`config.mk`:
```
export PLATFORM = sky130hd
export DESIGN_NAME = vending_machine_change
export DESIGN_NICKNAME = d
export VERILOG_FILES = /design/src/rtl/vending_machine_change.sv
export SDC_FILE = /design/constraint.sdc
export NUM_CORES = 1
export LEC_CHECK = 0
export CAP_MARGIN = 5
export CORE_ASPECT_RATIO = 1.25
export CORE_MARGIN = 10
export CORE_UTILIZATION = 53
export DETAILED_ROUTE_END_ITERATION = 7
export HOLD_SLACK_MARGIN = 0.03
export PLACE_DENSITY = 0.85
export SYNTH_ARGS = -nofsm -noshare
export SYNTH_HDL_FRONTEND = slang
export SYNTH_SLANG_ARGS = --single-unit
```
`constraint.sdc`:
```
create_clock -name clk -period 3.8 [get_ports clk]
set_clock_uncertainty 0.2 [all_clocks]
set_input_delay 0.76 -clock clk [delete_from_list [all_inputs] [get_ports clk]]
set_output_delay 0.76 -clock clk [all_outputs]
set_load 0.02 [all_outputs]
```
`src/rtl/vending_machine_change.sv`:
```
// rtl/vending_machine_change.sv - coin vending controller with vend pulse, dime/nickel change and saturating sales count
// Optional refund input guarded by VEND_CANCEL_EN.
module vending_machine_change #(
  parameter int PRICE    = 25,
  parameter int CREDIT_W = 8,
  parameter int COUNT_W  = 16
) (
  input  logic                clk,
  input  logic                reset,
  input  logic                nickel,
  input  logic                dime,
  input  logic                quarter,
`ifdef VEND_CANCEL_EN
  input  logic                cancel,
`endif
  output logic                valid,
  output logic                change_dime,
  output logic                change_nickel,
  output logic                coin_reject,
  output logic                busy,
  output logic [CREDIT_W-1:0] credit,
  output logic [COUNT_W-1:0]  sold_cnt
);

  typedef enum logic [1:0] {IDLE, COLLECT, VEND, CHANGE} state_t;

  localparam logic [CREDIT_W-1:0] PRICE_C   = CREDIT_W'(PRICE);
  localparam logic [CREDIT_W-1:0] NICKEL_C  = CREDIT_W'(5);
  localparam logic [CREDIT_W-1:0] DIME_C    = CREDIT_W'(10);
  localparam logic [CREDIT_W-1:0] QUARTER_C = CREDIT_W'(25);

  state_t              state, state_next;
  logic [CREDIT_W-1:0] credit_next;
  logic [CREDIT_W-1:0] coin_value;
  logic [CREDIT_W-1:0] credit_sum;
  logic [CREDIT_W-1:0] change_value;
  logic [COUNT_W-1:0]  sold_next;
  logic                reject_next;
  logic [1:0]          coin_count;
  logic                cancel_req;

`ifdef VEND_CANCEL_EN
  assign cancel_req = cancel && (state == COLLECT);
`else
  assign cancel_req = 1'b0;
`endif

  assign coin_count   = {1'b0, nickel} + {1'b0, dime} + {1'b0, quarter};
  assign coin_value   = quarter ? QUARTER_C : (dime ? DIME_C : (nickel ? NICKEL_C : '0));
  assign credit_sum   = credit + coin_value;
  assign change_value = (credit >= DIME_C) ? DIME_C : NICKEL_C;

  always_ff @(posedge clk) begin
    if (reset) begin
      state       <= IDLE;
      credit      <= '0;
      sold_cnt    <= '0;
      coin_reject <= 1'b0;
    end else begin
      state       <= state_next;
      credit      <= credit_next;
      sold_cnt    <= sold_next;
      coin_reject <= reject_next;
    end
  end

  always_comb begin
    state_next  = state;
    credit_next = credit;
    sold_next   = sold_cnt;
    reject_next = 1'b0;
    case (state)
      IDLE, COLLECT: begin
        // A refund request outranks any coin offered in the same cycle
        if (cancel_req) begin
          state_next  = CHANGE;
          reject_next = (coin_count != 2'd0);
        end else if (coin_count == 2'd1) begin
          credit_next = credit_sum;
          state_next  = (credit_sum >= PRICE_C) ? VEND : COLLECT;
        end else begin
          reject_next = (coin_count > 2'd1);
        end
      end
      VEND: begin
        reject_next = (coin_count != 2'd0);
        credit_next = credit - PRICE_C;
        sold_next   = (&sold_cnt) ? sold_cnt : sold_cnt + COUNT_W'(1);
        state_next  = (credit == PRICE_C) ? IDLE : CHANGE;
      end
      CHANGE: begin
        reject_next = (coin_count != 2'd0);
        credit_next = credit - change_value;
        state_next  = (credit == change_value) ? IDLE : CHANGE;
      end
      default: state_next = IDLE;
    endcase
  end

  // Moore outputs decoded from registered state and credit only
  assign valid         = (state == VEND);
  assign busy          = (state == VEND) || (state == CHANGE);
  assign change_dime   = (state == CHANGE) && (credit >= DIME_C);
  assign change_nickel = (state == CHANGE) && (credit < DIME_C);

endmodule

```
==> results.json, run 1 <==
{
  "p_switching_uw": 525,
  "grt_pass1_wl_um": 8780,
  "pwr-share-comb_pct": 56.6,
  "holdBufCountCts": 0,
  "core_um2": 3570,
  "cap_viol_max_count": 0,
  "p_per_area_nw_per_um2": 500,
  "synth_area_per_cell_um2": 8.12,
  "period_share_pct": 90.2,
  "clockBufferDepth": 2,
  "cts_buffers": 3,
  "place_area_um2": 2360,
  "clkLatencyLatePin_ns": 0.27,
  "clock-sinks": 27,
  "syn_inst": 246,
  "fin_ws_ns": 0.373,
  "finalNonFillerCells": 315,
  "final_cell_mix": "nor2_1 (38), clkdlybuf4s50_1 (33), dfxtp_1 (27)",
  "grt_pass1_vias": 1884,
  "ir_drop_mv": 0.322,
  "synth.cell_area_um2": 2000,
  "fp.dieW_um": 74.9,
  "grt_overflow": 0,
  "synth_warnings": 0,
  "end_kind": "primary output",
  "r2r_setup_slack_ns": 0.42,
  "total_leakage_power_nw": 0.912,
  "drive_gt1_share_pct": 6.16,
  "internal-power_uw": 682,
  "startpoint_type": "register",
  "drcViolationCount": 0,
  "worstPathArrival_ns": 2.47,
  "clk_pin_slew_worst_paths_ns": 0.10,
  "multiInputGateArea_um2": 1370,
  "crit_required_ns": 2.84,
  "finalMaxSlewViolations": 0,
  "grt.met3_usage_pct": 2.80,
  "dieArea_um2": 6640,
  "max_slew.worst_pin.slew_ns": 0.773,
  "slew_headroom_pct": 48.3,
  "clockPowerShare_pct": 14.2,
  "grtUsageTotal_pct": 16.1,
  "synth_fp_nets": 268,
  "viasPerCell": 6.00,
  "dp_cells": 311,
  "antenna_found_initial": 0,
  "synth_seq_area_share_pct": 27.1,
  "dp_slack_ns": 0.328,
  "busiest_layer": "met2",
  "cts-root-buf": "clkbuf_8",
  "drt_wl_total_um": 5020,
  "switching_share_pct": 43.5,
  "layout_commonest_cell": "nor2_1",
  "fill_cells": 308,
  "seq_power_share_pct": 29.2,
  "initial_core_util_pct": 55.9,
  "die_h_um": 88.6,
  "pin_count": 34,
  "fin_setup_tns_ns": 0,
  "cts-htree-levels": 1,
  "yosysUniqueCellTypes": 49,
  "min_period_ns": 3.43,
  "hold_viol_final": 0,
  "rows": 24,
  "setup_violations": 0,
  "design_area_um2": 2410,
  "crit_fanout": 6,
  "path_class": "reg2out",
  "cts_tree": "done",
  "synth_seq_cells": 27,
  "min_path_type": "reg2reg",
  "gp_congestion": 0.829,
  "timing.fmax_mhz": 292,
  "n_antenna_cell": 0,
  "rsz0062_at_grt": "no",
  "place_hpwl_um": 3830,
  "cts_resized": 0,
  "nets": 299,
  "final-seq-area_um2": 541,
  "drtIter0Drc": 125,
  "grt_use_met2_pct": 27.2,
  "io_buffer_count": 33,
  "met1_usage_pct": 19.6,
  "antenna_left": 0,
  "post_cts_buffers": 0,
  "drt-wirelength-per-cell_um": 15.9,
  "grt_max_degree": 21,
  "status": "complete, no violations",
  "vias": 1890,
  "syn2layout_area_growth_pct": 20.9,
  "drtPass1Iterations": 4
}
[power groups by stage]
stage | Clock, mW | Sequential, mW | Combinational [mW]
finish | 0.172 | 0.353 | 0.683
global route | 0.190 | 0.357 | 0.776
CTS | 0.174 | 0.352 | 0.682
detailed placement | 0 | 0.358 | 0.674
global placement | 0 | 0.356 | 0.657
floorplan | 0 | 0.373 | 0.469
[final timing paths]
| kind | startpoint | endpoint | depth (start not counted) |
|---|---|---|---|
| setup reg to reg | credit[0]$_SDFFE_PP0P_ | credit[6]$_SDFFE_PP0P_ | 12 |
| setup / recovery | credit[0]$_SDFFE_PP0P_ | change_dime | 6 |
| hold reg to reg | sold_cnt[9]$_SDFFE_PP0P_ | sold_cnt[9]$_SDFFE_PP0P_ | 2 |
| hold / removal | sold_cnt[9]$_SDFFE_PP0P_ | sold_cnt[9]$_SDFFE_PP0P_ | 2 |
[cell type report]
cell class | count | area share (%)
well taps | 39 | 2.02
flip-flops and latches | 27 | 22.4
clock inverters | 1 | 0.311
repair buffers | 40 | 15.9
multi-input cells | 198 | 56.6
inverters | 7 | 1.09
clock buffers | 3 | 1.71
[sequential cells by signal, indices dropped and copies added, names as in the netlist]
| register | count |
|---|---|
| credit | 8 |
| coin_reject | 1 |
| sold_cnt | 16 |
| state | 2 |
[metrics by stage]
step / total power, mW / hold slack, ns / util, %
3_3_place_gp: 1.01 / 0.310 / 66.2
3_5_place_dp: 1.03 / 0.332 / 66.2
6_report: 1.21 / 0.355 / 67.5
4_1_cts: 1.21 / 0.357 / 67.5
5_1_grt: 1.32 / 0.401 / 67.5
2_1_floorplan: 0.842 / 0.410 / -
[kinds of logic after synthesis]
kind of cell / share of synthesized area (%)
AO/OA/AOI/OAI: 17.7
XOR/XNOR: 10.1
adder cells (fa/ha/maj): 11.8
buffers and inverters: 4.51
flip-flops: 27.1
multiplexers: 1.00
AND/OR/NAND/NOR: 27.8
[critical path: stages (launching register included)]
cell	delay, ns
dfxtp_1	0.45
inv_1	0.17
ha_1	0.22
or3_1	0.30
a21oi_1	0.40
nor2_1	0.10
clkdlybuf4s50_1	0.55
[synth_stat cells, drive strengths merged]
master   count  area, um2
a211oi       9       72.6
o2bb2ai      1       8.76
a21o         1       7.51
nand2        9       33.8
a211o        1       8.76
and4         3       26.3
inv          7       26.3
a22oi        1       7.51
o21ai        8       40.0
and2         2       12.5
buf          6       33.8
or4          1       7.51
nand2b      11       76.3
o22ai        2       12.5
clkbuf       8       30.0
nor4         3       18.8
nand4b       1       8.76
o22a         1       8.76
xor2        16        140
ha          14        175
nand4        5       31.3
and3         7       43.8
o21a         2       15.0
o41ai        1       8.76
or3          1       6.26
nand3b       3       22.5
nand3        9       45.0
o311ai       1       8.76
or2          2       12.5
a31oi        7       50.1
nor2        38        143
dfxtp       27        541
nor2b        4       25.0
xnor2        7       61.3
fa           3       60.1
mux2i        2       20.0
nor3b        1       7.51
a21oi        9       45.0
o32ai        1       8.76
o31a         1       8.76
a2bb2oi      1       8.76
nor3         7       35.0
a311oi       1       26.3
o21bai       1       7.51
[per-layer routing]
metal | routed length (um) | vias up
li1 | - | 938
met1 | 2120 | 874
met2 | 2470 | 70
met3 | 323 | 8
met4 | 108 | 0
met5 | 0 | -
No activity file was read; power rests on OpenSTA's default activity.
==> run 2, diff against run 1 <==
==> constraint.sdc (replaced) <==
create_clock -name clk -period 3.8 [get_ports clk]
set_clock_uncertainty 0.2 [all_clocks]
set_input_delay 0.76 -clock clk [delete_from_list [all_inputs] [get_ports clk]]
set_output_delay 0.76 -clock clk [all_outputs]
set_load 0.01 [all_outputs]
==> results.json, run 2 (synthesis gave the netlist of run 1 again) <==
{
  "ff2ff_path_depth": 12,
  "critPathMaxStageDelay_ns": 0.45,
  "critical-path-top-delay-family": "compound AO/OA/AOI/OAI gates",
  "whs_endpoint": "sold_cnt[9]$_SDFFE_PP0P_",
  "worstPathArrival_ns": 3.39,
  "grt_pass1_vias": 1853,
  "pwr-share-comb_pct": 54.8,
  "hold_path_depth": 2,
  "dieArea_um2": 6640,
  "seq_power_share_pct": 30.6,
  "ir_drop_mv": 0.308,
  "cap_viol_max_count": 0,
  "final_cell_mix": "nor2_1 (38), clkdlybuf4s50_1 (33), dfxtp_1 (27)",
  "rows": 24,
  "final-seq-area_um2": 541,
  "core_um2": 3570,
  "fin_setup_tns_ns": 0,
  "status": "complete, no violations",
  "final_util_pct": 67.3,
  "crit_fanout": 6,
  "die_h_um": 88.6,
  "grt_overflow": 0,
  "gp_congestion": 0.824,
  "top_register": "sold_cnt",
  "setup_violations": 0,
  "fill_cells": 299,
  "grtUsageTotal_pct": 15.1,
  "drcViolationCount": 0,
  "timing.fmax_mhz": 293,
  "clockPowerShare_pct": 14.6,
  "cts-htree-levels": 1,
  "cts_tree": "done",
  "hold_viol_final": 0,
  "r2r-start": "credit[0]$_SDFFE_PP0P_",
  "p_switching_uw": 497,
  "largest_reg_flops": 16,
  "end_kind": "register",
  "n_antenna_cell": 0,
  "switching_share_pct": 42.3,
  "clkLatencyLatePin_ns": 0.27,
  "internal-power_uw": 678,
  "top_regs": "sold_cnt: 16 flops, credit: 8 flops, state: 2 flops",
  "cts_buffers": 3,
  "path_class": "reg2reg",
  "worstReg2RegEnd": "credit[7]$_SDFFE_PP0P_",
  "cts_resized": 0,
  "pin_count": 34,
  "antenna_found_initial": 0,
  "cts-root-buf": "clkbuf_8",
  "startpoint_type": "register",
  "fp.dieW_um": 74.9,
  "path_buf_inv": 2,
  "grt_pass1_wl_um": 8220,
  "min_period_ns": 3.42,
  "holdBufCountCts": 0,
  "crit_slowest_cell": "dfxtp_1",
  "hp-start": "sold_cnt[9]$_SDFFE_PP0P_",
  "nets": 298,
  "antenna_left": 0,
  "worstPathCellList": "inv_1 -> ha_1 -> or3_1 -> a21oi_1 -> inv_1 -> ha_1 -> o21a_1 -> o31a_1 -> o22ai_1 -> and3_1 -> o21ai_0 -> nor3b_1",
  "io_buffer_count": 33,
  "post_cts_buffers": 0,
  "total_leakage_power_nw": 0.907,
  "crit_required_ns": 3.77,
  "clock-sinks": 27,
  "drive_gt1_share_pct": 5.82,
  "r2r_setup_slack_ns": 0.38,
  "viasPerCell": 5.94,
  "p_per_area_nw_per_um2": 488,
  "rsz0062_at_grt": "no",
  "syn2layout_area_growth_pct": 20.5,
  "period_share_pct": 89.9,
  "drt-wirelength-per-cell_um": 15.4,
  "layout_commonest_cell": "nor2_1",
  "finalMaxSlewViolations": 0,
  "finalPower_mw": 1.17,
  "drt_wl_total_um": 4840,
  "clockBufferDepth": 2,
  "drtPass1Iterations": 4,
  "initial_core_util_pct": 55.9,
  "drtIter0Drc": 135,
  "multiInputGateArea_um2": 1370,
  "slew_headroom_pct": 47.7,
  "max_slew.worst_pin.slew_ns": 0.782,
  "grt_max_degree": 21,
  "place_hpwl_um": 3780,
  "vias": 1864,
  "min_path_type": "reg2reg",
  "clk_pin_slew_worst_paths_ns": 0.10
}
-- run 2: changes by cell type in the layout (fill, tap and decap cells not counted), sizes merged --
cell / before / now
buf: 7 / 6
-- run 2: layout make-up --
cell class                      count  share of cell area [%]
Inverter                            7                    1.09
Timing Repair Buffer               39                    15.6
Clock inverter                      1                   0.312
Tap cell                           39                    2.03
Clock buffer                        3                    1.72
Multi-Input combinational cell    198                    56.8
Sequential cell                    27                    22.5
-- run 2: through the flow --
step,area (um2),worst slack [ns],instances,hold slack [ns]
2_1_floorplan,2000,0.834,246,0.357
3_3_place_gp,2360,0.438,310,0.310
3_5_place_dp,2360,0.370,310,0.322
4_1_cts,2410,0.415,314,0.346
5_1_grt,2410,0.116,314,0.374
6_report,2410,0.383,314,0.346
-- run 2: metal layers --
layer	share of wire, %	wire length (um)	track usage [%]
met1	41	2000	17.5
met2	49	2390	26.6
met3	7.2	347	3.81
met4	2.0	97	3.79
met5	0	0	0
-- run 2: worst max-delay path by stage --
stage	cells past startpoint	endpoint	from	slack, ns
6_report	12	credit[7]$_SDFFE_PP0P_	credit[0]$_SDFFE_PP0P_	0.38
3_5_place_dp	12	credit[4]$_SDFFE_PP0P_	dime	0.37
5_1_grt	12	credit[6]$_SDFFE_PP0P_	credit[0]$_SDFFE_PP0P_	0.12
4_1_cts	6	change_dime	credit[0]$_SDFFE_PP0P_	0.42
2_1_floorplan	12	credit[7]$_SDFFE_PP0P_	credit[0]$_SDFFE_PP0P_	0.83
3_3_place_gp	12	credit[4]$_SDFFE_PP0P_	dime	0.44
-- run 2: worst reg2reg max path, stage by stage (launching register included) --
cell	delay, ns
dfxtp_1	0.45
inv_1	0.17
ha_1	0.22
or3_1	0.30
a21oi_1	0.43
inv_1	0.16
ha_1	0.38
o21a_1	0.21
o31a_1	0.11
o22ai_1	0.25
and3_1	0.22
o21ai_0	0.07
nor3b_1	0.15
-- run 2: power groups by stage --
stage	Sequential, mW	Combinational [mW]	Clock [mW]
after floorplan	0.355	0.466	0
after global placement	0.364	0.624	0
after detailed placement	0.366	0.637	0
after CTS	0.359	0.641	0.173
after global routing	0.366	0.726	0.186
final	0.359	0.644	0.171
